File: src/rtl/cpu_6502_int_ctrl.sv
// 6502-style interrupt controller: synchronises IRQ/NMI inputs, runs the
// post-reset hold sequence and hands one service (RESET/NMI/IRQ) at a time
// to the CPU at opcode-fetch boundaries.

// Per-bit synchroniser; resets to 1 so an inactive-low input reads idle.
module cpu_6502_sync_bit #(
  parameter int STAGES = 2
) (
  input  logic clk,
  input  logic res,
  input  logic d,
  output logic q
);
  logic [STAGES-1:0] sr;

  // Shift the raw input through STAGES flops.
  always_ff @(posedge clk or negedge res) begin
    if (!res) sr <= '1;
    else      sr <= {sr[STAGES-2:0], d};
  end

  assign q = sr[STAGES-1];
endmodule

module cpu_6502_int_ctrl #(
  parameter int N_IRQ        = 4,
  parameter int SYNC_STAGES  = 2,
  parameter int RESET_CYCLES = 7
) (
  input  logic             clk,
  input  logic             res,
  input  logic             rdy,
  input  logic [N_IRQ-1:0] irq_n,
  input  logic [N_IRQ-1:0] irq_en,
  input  logic             nmi_n,
  input  logic             i_flag,
  input  logic             fetch_boundary,
  input  logic             int_ack,
  output logic             int_req,
  output logic [1:0]       int_type,
  output logic [15:0]      vector_addr,
  output logic             cpu_hold,
  output logic [N_IRQ-1:0] irq_pending
);
  localparam int CW = $clog2(RESET_CYCLES + 1);

  localparam logic [1:0] T_NONE = 2'b00;
  localparam logic [1:0] T_IRQ  = 2'b01;
  localparam logic [1:0] T_NMI  = 2'b10;
  localparam logic [1:0] T_RES  = 2'b11;

  typedef enum logic [1:0] {RST_SEQ, IDLE, SERVICE} state_t;

  state_t            state;
  logic [CW-1:0]     cnt;
  logic [N_IRQ-1:0]  irq_sync;
  logic              nmi_sync;
  logic              nmi_prev;
  logic              nmi_latch;
  logic              nmi_edge;
  logic              nmi_exit;
  logic              irq_active;

  // One synchroniser lane per IRQ source.
  for (genvar g = 0; g < N_IRQ; g++) begin : g_irq
    cpu_6502_sync_bit #(.STAGES(SYNC_STAGES)) u_sync (
      .clk (clk),
      .res (res),
      .d   (irq_n[g]),
      .q   (irq_sync[g])
    );
  end

  cpu_6502_sync_bit #(.STAGES(SYNC_STAGES)) u_nmi_sync (
    .clk (clk),
    .res (res),
    .d   (nmi_n),
    .q   (nmi_sync)
  );

  // Pending is a pure level follower; rdy does not gate it.
  always_ff @(posedge clk or negedge res) begin
    if (!res) irq_pending <= '0;
    else      irq_pending <= ~irq_sync & irq_en;
  end

  assign irq_active = (|irq_pending) & ~i_flag;
  assign nmi_edge   = nmi_prev & ~nmi_sync;
  assign nmi_exit   = rdy & int_ack & (state == SERVICE) & (int_type == T_NMI);

  // NMI edge latch: a new edge wins over the clear at service exit.
  always_ff @(posedge clk or negedge res) begin
    if (!res) begin
      nmi_prev  <= 1'b1;
      nmi_latch <= 1'b0;
    end else begin
      nmi_prev <= nmi_sync;
      if (nmi_edge)      nmi_latch <= 1'b1;
      else if (nmi_exit) nmi_latch <= 1'b0;
    end
  end

  // Sequencing FSM with registered outputs; rdy=0 freezes everything here.
  always_ff @(posedge clk or negedge res) begin
    if (!res) begin
      state       <= RST_SEQ;
      cnt         <= '0;
      cpu_hold    <= 1'b1;
      int_req     <= 1'b0;
      int_type    <= T_RES;
      vector_addr <= 16'hFFFC;
    end else if (rdy) begin
      case (state)
        RST_SEQ: begin
          cnt <= cnt + CW'(1);
          if (cnt == CW'(RESET_CYCLES - 1)) begin
            state    <= SERVICE;
            cpu_hold <= 1'b0;
            int_req  <= 1'b1;
          end
        end
        IDLE: begin
          if (fetch_boundary) begin
            if (nmi_latch) begin
              state       <= SERVICE;
              int_req     <= 1'b1;
              int_type    <= T_NMI;
              vector_addr <= 16'hFFFA;
            end else if (irq_active) begin
              state       <= SERVICE;
              int_req     <= 1'b1;
              int_type    <= T_IRQ;
              vector_addr <= 16'hFFFE;
            end
          end
        end
        SERVICE: begin
          if (int_ack) begin
            state       <= IDLE;
            int_req     <= 1'b0;
            int_type    <= T_NONE;
            vector_addr <= 16'h0000;
          end
        end
        default: begin
          state    <= RST_SEQ;
          cnt      <= '0;
          cpu_hold <= 1'b1;
        end
      endcase
    end
  end
endmodule
File: config.mk
export PLATFORM = sky130hd
export DESIGN_NAME = cpu_6502_int_ctrl
export DESIGN_NICKNAME = d
export VERILOG_FILES = /design/src/rtl/cpu_6502_int_ctrl.sv
export SDC_FILE = /design/constraint.sdc
export NUM_CORES = 1
export LEC_CHECK = 0
export ABC_AREA = 1
export BUFFER_PORTS_ARGS = -buffer_cell sky130_fd_sc_hd__buf_2
export CAP_MARGIN = 25
export CORE_MARGIN = 10
export CORE_UTILIZATION = 35
export DETAILED_ROUTE_END_ITERATION = 8
export MAX_ROUTING_LAYER = met4
export PLACE_DENSITY_LB_ADDON = 0.08
export SYNTH_ARGS = -nofsm -noshare
export SYNTH_HDL_FRONTEND = slang
export SYNTH_HIERARCHICAL = 1
export SYNTH_SLANG_ARGS = --single-unit
File: constraint.sdc
create_clock -name clk -period 1.83 [get_ports clk]
set_input_delay 0.0915 -clock clk [delete_from_list [all_inputs] [get_ports clk]]
set_output_delay 0.0915 -clock clk [all_outputs]
set_load 0.01 [all_outputs]
==> impl_metrics.ini <==
[outcome]
status = complete, no violations

[synthesis]
synth-seq-cells = 27
avgSynthCellArea_um2 = 10.3
synth_top_area_cell = dfstp_2
synth.area.top_cells = dfstp_2, dfrtp_1, buf_4
syn_nets = 142
ys_types = 21
synth_top_area_share_pct = 31.7
seq_area_frac_synth_pct = 55.9
synth_cells = 121
syn_area_um2 = 1240
synth_warnings = 6

[grt]
grt_max_degree = 28
antenna_found_initial = 0
grt_pass1_vias = 895
grt_first_pass_wirelength_um = 4090
grt-ovfl-total = 0
track_usage_pct = 8.15

[power_and_ir_drop]
clkPwrFrac_pct = 14.4
p_int_mw = 1.12
seqPwrFrac_pct = 45.0
p_leak_nw = 0.793
ir_drop_uv = 445
p_switching_uw = 735
swShare_pct = 39.6
p_per_area_nw_per_um2 = 1230
power.total_mw = 1.85
combPwrFrac_pct = 40.5

[timing]
finalCritPeriodShare_pct = 77.0
fmax_ghz = 0.710
worst_hold_slack_ps = 87.2
layout_min_cycle_time_ps = 1410
worst_pin_slew_ps = 593
final_max_slew_viol_count = 0
fin_skew_ps = 6.36
rsz0062_at_grt = no
relSlewSlack_pct = 60.5
finalSetupTns_ps = 0
setup_viol = 0
hold_viol_final = 0

[setup_path]
cp_slowest_cell = dfrtp_1
cpPeakStageDelay_ps = 440
setup.worst_path.class = flop to flop
reg2regPathDepth = 8
crit_top_cell = nand2_1
worstPathCellList = inv_1 > ha_1 > nand2_1 > nand2_2 > nor2_8 > nand3_2 > nand2_1 > nand2_1
r2r_slack_ps = 420
cp_max_fo = 9
startpoint_type = flop
crit_arrival_ps = 1640
cp.required_ps = 2060
worstReg2RegEnd = state[0]
endpoint_kind = flop
reg2reg_from = state[1]

[routing]
final_antenna_net_count = 0
wl_met2_um = 1220
avgViaCountPerCell = 4.25
via_count = 866
wl_met3_um = 253
wl_met1_um = 956
initialDrtViolationCount = 43
drtPass1Iterations = 4
avgRoutedWirePerCell_um = 12.0
drc = 0
topRoutingLayerUsed = met4
wl_um = 2440

[placed_design]
routabilityCongestion = 0.775
placed_cells = 190
port_buffers = 37
dpl.hpwl_um = 1910

[clock_tree]
cts_tree = done
clock-sinks = 27
cts.repair.resized = 0
root_buffer = clkbuf_4
cts_buffers = 3
path_clk_slew_ps = 160
clk_path_buf_depth = 2
cts_hold_buf = 10
clkLatencyLatePin_ps = 320
postCtsSetupBuffers = 0
cts_max_level = 1

[finish]
antennaDiodeCount = 0
final_cell_mix = buf_2, nand2_1, dfstp_2
layout-drive-gt1-share_pct = 41.1
layoutNonFillerInstCount = 204
layout.nets = 180
final_util_pct = 44.6
area_growth_pct = 21.6
final_common_cell = buf_2

[worst_hold_path]
hold_path.class = input port to flop
holdPathStages = 3
min-delay-start = rdy
worst_hold_path.endpoint = cnt[0]

[floorplan]
rows = 21
core-area_um2 = 3390
num_io_pins = 39
start_util_pct = 36.7
die_h_um = 79.6
die_w_um = 79.6
die_area_um2 = 6330

[job]
maxCapViolCount = 0
[through the flow]
stage,area (µm²),worst slack (ps)
2_1_floorplan,1240,555
3_3_place_gp,1380,481
3_5_place_dp,1380,443
4_1_cts,1510,424
5_1_grt,1510,286
6_report,1510,421
[worst max-delay path, delay by kind of cell, from the launching register on]
| family | cells | cell delay (ps) |
|---|---|---|
| adders and majority gates | 1 | 230 |
| buffers and inverters | 1 | 80 |
| DFF | 1 | 440 |
| and+or+nand+nor | 6 | 550 |
[synthesized netlist by cell type, drive strengths merged]
| library cell | n |
|---|---|
| nand3 | 5 |
| a21oi | 3 |
| nand2 | 25 |
| ha | 6 |
| o22ai | 1 |
| nand4 | 7 |
| nor2 | 11 |
| o21ai | 5 |
| dfrtp | 12 |
| inv | 16 |
| buf | 14 |
| conb | 1 |
| dfstp | 15 |
[cell type report]
cell class / count / area (µm²)
Multi-Input combinational cell: 64 / 383
Tap cell: 46 / 57.6
Fill cell: 321 / 1880
Clock buffer: 3 / 22.5
Clock inverter: 1 / 7.51
Inverter: 16 / 60.1
Timing Repair Buffer: 47 / 285
Sequential cell: 27 / 694
[registers in the layout, summed over array words and instances (netlist names), 2 cells and up]
register / count
int_type: 2
state: 2
g_irq.u_sync/sr: 8
vector_addr: 2
u_nmi_sync/sr: 2
cnt: 3
irq_pending: 4
[power by group through the flow]
stage	registers, mW	logic, mW	clock network [mW]
after floorplan	0.861	0.588	0
after global placement	0.843	0.745	0
after detailed placement	0.851	0.750	0
after CTS	0.840	0.769	0.287
after global routing	0.854	0.873	0.316
final	0.835	0.752	0.268
[logic make-up (layout without fill, tap and decap cells)]
| group | Yosys count | count (layout) | share of synthesized area, % |
|---|---|---|---|
| other | 1 | 1 | 0.302 |
| AO/OA/AOI/OAI | 9 | 9 | 3.73 |
| adder cells (fa/ha/maj) | 6 | 6 | 6.04 |
| flip-flops | 27 | 27 | 55.9 |
| AND/OR/NAND/NOR | 48 | 48 | 20.7 |
| buffers and inverters | 30 | 67 | 13.3 |
[per-layer routing]
| layer | global-route usage [%] | vias to the layer above |
|---|---|---|
| met1 | 8.92 | 396 |
| met3 | 3.72 | 2 |
| met2 | 13.1 | 30 |
| li1 | - | 438 |
| met5 | - | - |
| met4 | 2.15 | 0 |
[how the worst max path moves through the flow]
stage	from	endpoint	slack, ps
final	state[1]	state[0]	420
after global routing	state[1]	vector_addr[1]	290
after CTS	state[0]	state[0]	420
after detailed placement	state[0]	vector_addr[1]	440
after global placement	state[0]	state[0]	480
after floorplan	state[0]	vector_addr[1]	560
Power figures use the tool's default switching activity.
